--- src/rtl/axis_pkt_gen.sv ---
// AXI-Stream packet generator: emits num_pkts packets of pkt_len beats carrying an
// incrementing data word, with an optional idle gap between packets.
module axis_pkt_gen #(
  parameter int DATA_WIDTH = 32
) (
  input  logic                  clk,
  input  logic                  reset,
  input  logic                  start,
  input  logic [7:0]            pkt_len,
  input  logic [7:0]            num_pkts,
  input  logic [7:0]            gap_cycles,
  output logic [DATA_WIDTH-1:0] TDATA,
  output logic                  TVALID,
  input  logic                  TREADY,
  output logic                  TLAST,
  output logic                  busy,
  output logic                  done,
  output logic [7:0]            pkts_sent
);

  typedef enum logic [1:0] {IDLE, SEND, GAP} state_t;

  state_t                  state_q, state_n;
  logic [7:0]              len_q, len_n;
  logic [7:0]              num_q, num_n;
  logic [7:0]              gap_q, gap_n;
  logic [7:0]              gap_cnt_q, gap_cnt_n;
  logic [8:0]              beat_q, beat_n;
  logic [DATA_WIDTH-1:0]   data_n;
  logic                    valid_n, last_n, busy_n, done_n;
  logic [7:0]              pkts_n;
  logic [7:0]              pkts_inc;

  // pkt_len of 0 encodes a 256-beat packet, so the last index is 255.
  function automatic logic is_last(input logic [7:0] len, input logic [8:0] beat);
    return beat == ((len == 8'd0) ? 9'd255 : {1'b0, len - 8'd1});
  endfunction

  assign pkts_inc = pkts_sent + 8'd1;

  always_comb begin
    // NOTE: every signal gets a default before the case so no path leaves one unassigned (no latches).
    state_n   = state_q;
    len_n     = len_q;
    num_n     = num_q;
    gap_n     = gap_q;
    gap_cnt_n = gap_cnt_q;
    beat_n    = beat_q;
    data_n    = TDATA;
    valid_n   = TVALID;
    last_n    = TLAST;
    busy_n    = busy;
    done_n    = 1'b0;
    pkts_n    = pkts_sent;

    case (state_q)
      IDLE: begin
        if (start) begin
          len_n  = pkt_len;
          num_n  = num_pkts;
          gap_n  = gap_cycles;
          pkts_n = 8'd0;
          data_n = '0;
          beat_n = 9'd0;
          if (num_pkts != 8'd0) begin
            state_n = SEND;
            valid_n = 1'b1;
            busy_n  = 1'b1;
            last_n  = is_last(pkt_len, 9'd0);
          end else begin
            done_n = 1'b1;
          end
        end
      end

      SEND: begin
        if (TVALID && TREADY) begin
          data_n = TDATA + DATA_WIDTH'(1);
          if (TLAST) begin
            pkts_n = pkts_inc;
            beat_n = 9'd0;
            if (pkts_inc == num_q) begin
              state_n = IDLE;
              valid_n = 1'b0;
              last_n  = 1'b0;
              busy_n  = 1'b0;
              done_n  = 1'b1;
            end else if (gap_q == 8'd0) begin
              last_n = is_last(len_q, 9'd0);
            end else begin
              state_n   = GAP;
              valid_n   = 1'b0;
              last_n    = 1'b0;
              gap_cnt_n = gap_q;
            end
          end else begin
            beat_n = beat_q + 9'd1;
            last_n = is_last(len_q, beat_q + 9'd1);
          end
        end
      end

      GAP: begin
        // The counter is loaded with the full gap length; leave on its last idle cycle.
        gap_cnt_n = gap_cnt_q - 8'd1;
        if (gap_cnt_q == 8'd1) begin
          state_n = SEND;
          valid_n = 1'b1;
          last_n  = is_last(len_q, 9'd0);
        end
      end

      default: state_n = IDLE;
    endcase
  end

  // NOTE: sequential state is updated with non-blocking assignments only.
  always_ff @(posedge clk or posedge reset) begin
    if (reset) begin
      state_q   <= IDLE;
      len_q     <= 8'd0;
      num_q     <= 8'd0;
      gap_q     <= 8'd0;
      gap_cnt_q <= 8'd0;
      beat_q    <= 9'd0;
      TDATA     <= '0;
      TVALID    <= 1'b0;
      TLAST     <= 1'b0;
      busy      <= 1'b0;
      done      <= 1'b0;
      pkts_sent <= 8'd0;
    end else begin
      state_q   <= state_n;
      len_q     <= len_n;
      num_q     <= num_n;
      gap_q     <= gap_n;
      gap_cnt_q <= gap_cnt_n;
      beat_q    <= beat_n;
      TDATA     <= data_n;
      TVALID    <= valid_n;
      TLAST     <= last_n;
      busy      <= busy_n;
      done      <= done_n;
      pkts_sent <= pkts_n;
    end
  end

endmodule

--- config.mk ---
export PLATFORM = sky130hd
export DESIGN_NAME = axis_pkt_gen
export DESIGN_NICKNAME = d
export VERILOG_FILES = /design/src/rtl/axis_pkt_gen.sv
export SDC_FILE = /design/constraint.sdc
export NUM_CORES = 1
export LEC_CHECK = 0
export ABC_AREA = 1
export ABC_CLOCK_PERIOD_IN_PS = 7300
export CORE_MARGIN = 10
export CORE_UTILIZATION = 60
export CTS_CLUSTER_DIAMETER = 200
export DETAILED_ROUTE_END_ITERATION = 12
export GPL_TIMING_DRIVEN = 0
export PLACE_DENSITY = 0.88
export SYNTH_ARGS = -nofsm -noshare
export SYNTH_HDL_FRONTEND = slang
export SYNTH_SLANG_ARGS = --single-unit
--- constraint.sdc ---
create_clock -name clk -period 7.3 [get_ports clk]
set_input_delay 1.46 -clock clk [delete_from_list [all_inputs] [get_ports clk]]
set_output_delay 1.46 -clock clk [all_outputs]
set_load 0.02 [all_outputs]
==> metrics.txt <==
share of post-route cells with drive strength above 1=0.06815; FF+latch count, synth=87; count of TritonRoute iterations in the first routing pass=7; clock tree skew after final layout=0.01721 ns; num rows=34; Post-layout nets=842; synth unique cells=50; slew margin rel.=0.4780; boundary pin count=72; total number of clock tree sinks=87; Worst path slowest cell=sky130_fd_sc_hd__clkdlybuf4s50_1; Post-CTS Setup Inserts=0; Initial Utilization=0.6113; Tot GR Track Use=0.2185; sequential-to-total area share from yosys stat=0.4104; number of buffers created by CTS=9; Core Footprint=approximately 0.0087 mm2; remaining global-route overflow=0; detailed-route wire length per cell=15.47 um; total wire length=14160 um; Min-Delay Startpoint=gap_q[1]; number of max-cap violations=0; actual transition at the worst max-transition pin=0.7800 ns; Port Buf Inserts=71; maximum ir drop on the vdd rail=~0.22 mV; height of the chip=approximately 110 um; number of max-slew violations in the final report=0; sort of element at the end of the critical path=register; PostCTS Resize Cnt=0; most used cell, CP=sky130_fd_sc_hd__nand2_1; H-Tree Depth=3; Register-to-Register Setup Slack=4.69 ns; commonest non-fill, non-tap cell in the layout=sky130_fd_sc_hd__nand2_1; drt drc=0; startpoint of the lowest-slack register-to-register path=state_q[0]; CTS tree=done; leakage power=2.939 nW; Buf+Inv Stages, Crit Path=3; wire length of the first global-routing pass=about 24000 um; Mapped Cells=719; detailed placer's ending HPWL=10840 um; Critical Path AT=3.63 ns; die width=114.0 um; maximum number of pins on one net before global-route repair=46; total nets after synthesis=759; leading register cell type out of synthesis=sky130_fd_sc_hd__dfrtp_1; commonest cells after routing, fill and taps aside=sky130_fd_sc_hd__nand2_1 (196), sky130_fd_sc_hd__inv_1 (93), sky130_fd_sc_hd__dfrtp_1 (87); final hold vios=0; clock transition at the registers of the reported paths=0.10 ns; start-to-end type of the worst setup path=in -> reg; startpoint kind of the worst setup timing path=input port; number of inserted diodes=0; remaining antenna violation count after routing=0; number of warnings printed during yosys synthesis=0; final-layout fill cell count=708; average footprint of a synthesized cell=7.378 um2; RePlAce Congestion=0.9438; Worst-Skew Late Latency=0.37 ns; post-synthesis cell area=0.005305 mm2; Register-to-Register Path Depth=11; via count of the first global-routing pass=roughly 5200; number of antenna violations at the first check in global routing=0; count of flip-flops with a built-in enable after synthesis=0; longest individual stage delay on the worst path=approximately 0.50 ns; worst min path class=reg -> reg; proportion of register bits with asynchronous set or reset after synthesis=1.000; root buffer selected by CTS=sky130_fd_sc_hd__clkbuf_8; final worst path period need=3.404 ns; Vias=approximately 5200; iteration-0 DRC count of the detailed router=332; Worst Hold Path EP=gap_q[1]; per-cell via count in the routed design=5.690; crit share post-route=0.4663; endpoint of the most critical register-to-register path=busy; CP required=7.53 ns; core utilization of the finished layout=0.7376; fmax=about 290 MHz; total power divided by cell area=312.4 mW/mm2; hold buffer count at CTS=0; chain of cells forming the critical path=clkdlybuf4s50_1 -> nand2_1 -> nand2_1 -> nand2_2 -> inv_2 -> o21ai_2 -> buf_2 -> nor2_1 -> nand2_1 -> o21ai_0 -> o21ai_0; maximum net fanout on the critical path=10; cell family with the largest share of critical-path delay=simple AND/OR/NAND/NOR gates; depth of the worst hold-timing path=2; result of the run=completed; number of buffers on the longest clock path=2; number of setup violations in the final report=0; die area=0.01300 mm2; final-layout setup total negative slack=0 ns; area overhead of the layout relative to synthesis=20.66%; unrepaired setup endpoints after global routing=no
[tightest hold or removal path: cells and delay by family, from the launching register on]
family,cells,cell delay (ns)
DFF,1,0.37
and+or+nand+nor,2,0.12
[per-stage QoR]
step	hold slack (ns)	setup slack [ns]	area (um2)	instances	total power, mW
floorplan	0.4659	3.590	5305	719	1.329
global placement	0.4898	2.342	6151	898	1.547
detailed placement	0.4967	3.633	6173	899	1.595
CTS	0.5213	4.011	6401	915	1.990
global route	0.5589	3.783	6401	915	2.144
finish	0.5183	3.896	6401	915	2.000
[worst max-delay path by stage]
stage,slack (ns),from,end,depth (start not counted)
2_1_floorplan,3.59,reset,TDATA[0],1
3_3_place_gp,2.34,reset,gap_cnt_q[2],2
3_5_place_dp,3.63,start,TDATA[4],7
4_1_cts,4.01,start,TDATA[4],7
5_1_grt,3.78,TREADY,busy,11
6_report,3.90,TREADY,busy,11
[routing by layer]
metal  global-route usage  part of all wire
met1               0.2647              0.42
met5                    0                 0
met3              0.04777             0.068
met4              0.08438             0.026
met2               0.3698              0.49
[flip-flops by register name, indices dropped and copies added, names as in the netlist]
register / cells
done: 1
state_q: 2
TVALID: 1
len_q: 8
TLAST: 1
TDATA: 32
num_q: 8
gap_cnt_q: 8
beat_q: 9
gap_q: 8
busy: 1
pkts_sent: 8
[cells in the mapped netlist, types with 8 or more instances]
master                     instances  share of area
sky130_fd_sc_hd__a21oi_1          16          0.015
sky130_fd_sc_hd__clkbuf_1          8         0.0057
sky130_fd_sc_hd__dfrtp_1          87           0.41
sky130_fd_sc_hd__ha_1             12          0.028
sky130_fd_sc_hd__inv_1            94          0.067
sky130_fd_sc_hd__nand2_1         196           0.14
sky130_fd_sc_hd__nand3_1          45          0.042
sky130_fd_sc_hd__nand4_1          20          0.024
sky130_fd_sc_hd__nor2_1           76          0.054
sky130_fd_sc_hd__nor3_1           16          0.015
sky130_fd_sc_hd__o21ai_0          47          0.044
sky130_fd_sc_hd__o22ai_1          10          0.012
sky130_fd_sc_hd__o31ai_1           8          0.011
sky130_fd_sc_hd__xor2_1           15          0.025
[area by class of cell]
type	count	area, um2	area share
clock buffer	9	123.9	0.01935
timing repair buffer	72	730.7	0.1142
buffer	15	85.08	0.01329
tap	108	135.1	0.02111
clock inverter	7	103.9	0.01622
multi-input combinational	520	2679	0.4185
sequential	87	2177	0.3401
inverter	97	366.6	0.05727
[cells by family (layout without fill, tap and decap cells)]
family	after synthesis	in the layout	synth area share
AO/OA/AOI/OAI	104	104	0.1196
XOR/XNOR	20	20	0.03302
adder cells (fa/ha/maj)	12	12	0.02830
buffers and inverters	112	200	0.08467
flip-flops	87	87	0.4104
AND/OR/NAND/NOR	384	384	0.3241
[power by group]
part	total [mW]	switching, mW	leakage (nW)	internal [mW]
Sequential	0.716	0.118	1.15	0.598
Combinational	0.891	0.581	1.68	0.311
Clock	0.393	0.196	0.108	0.197
No activity file was read; power rests on OpenSTA's default activity.
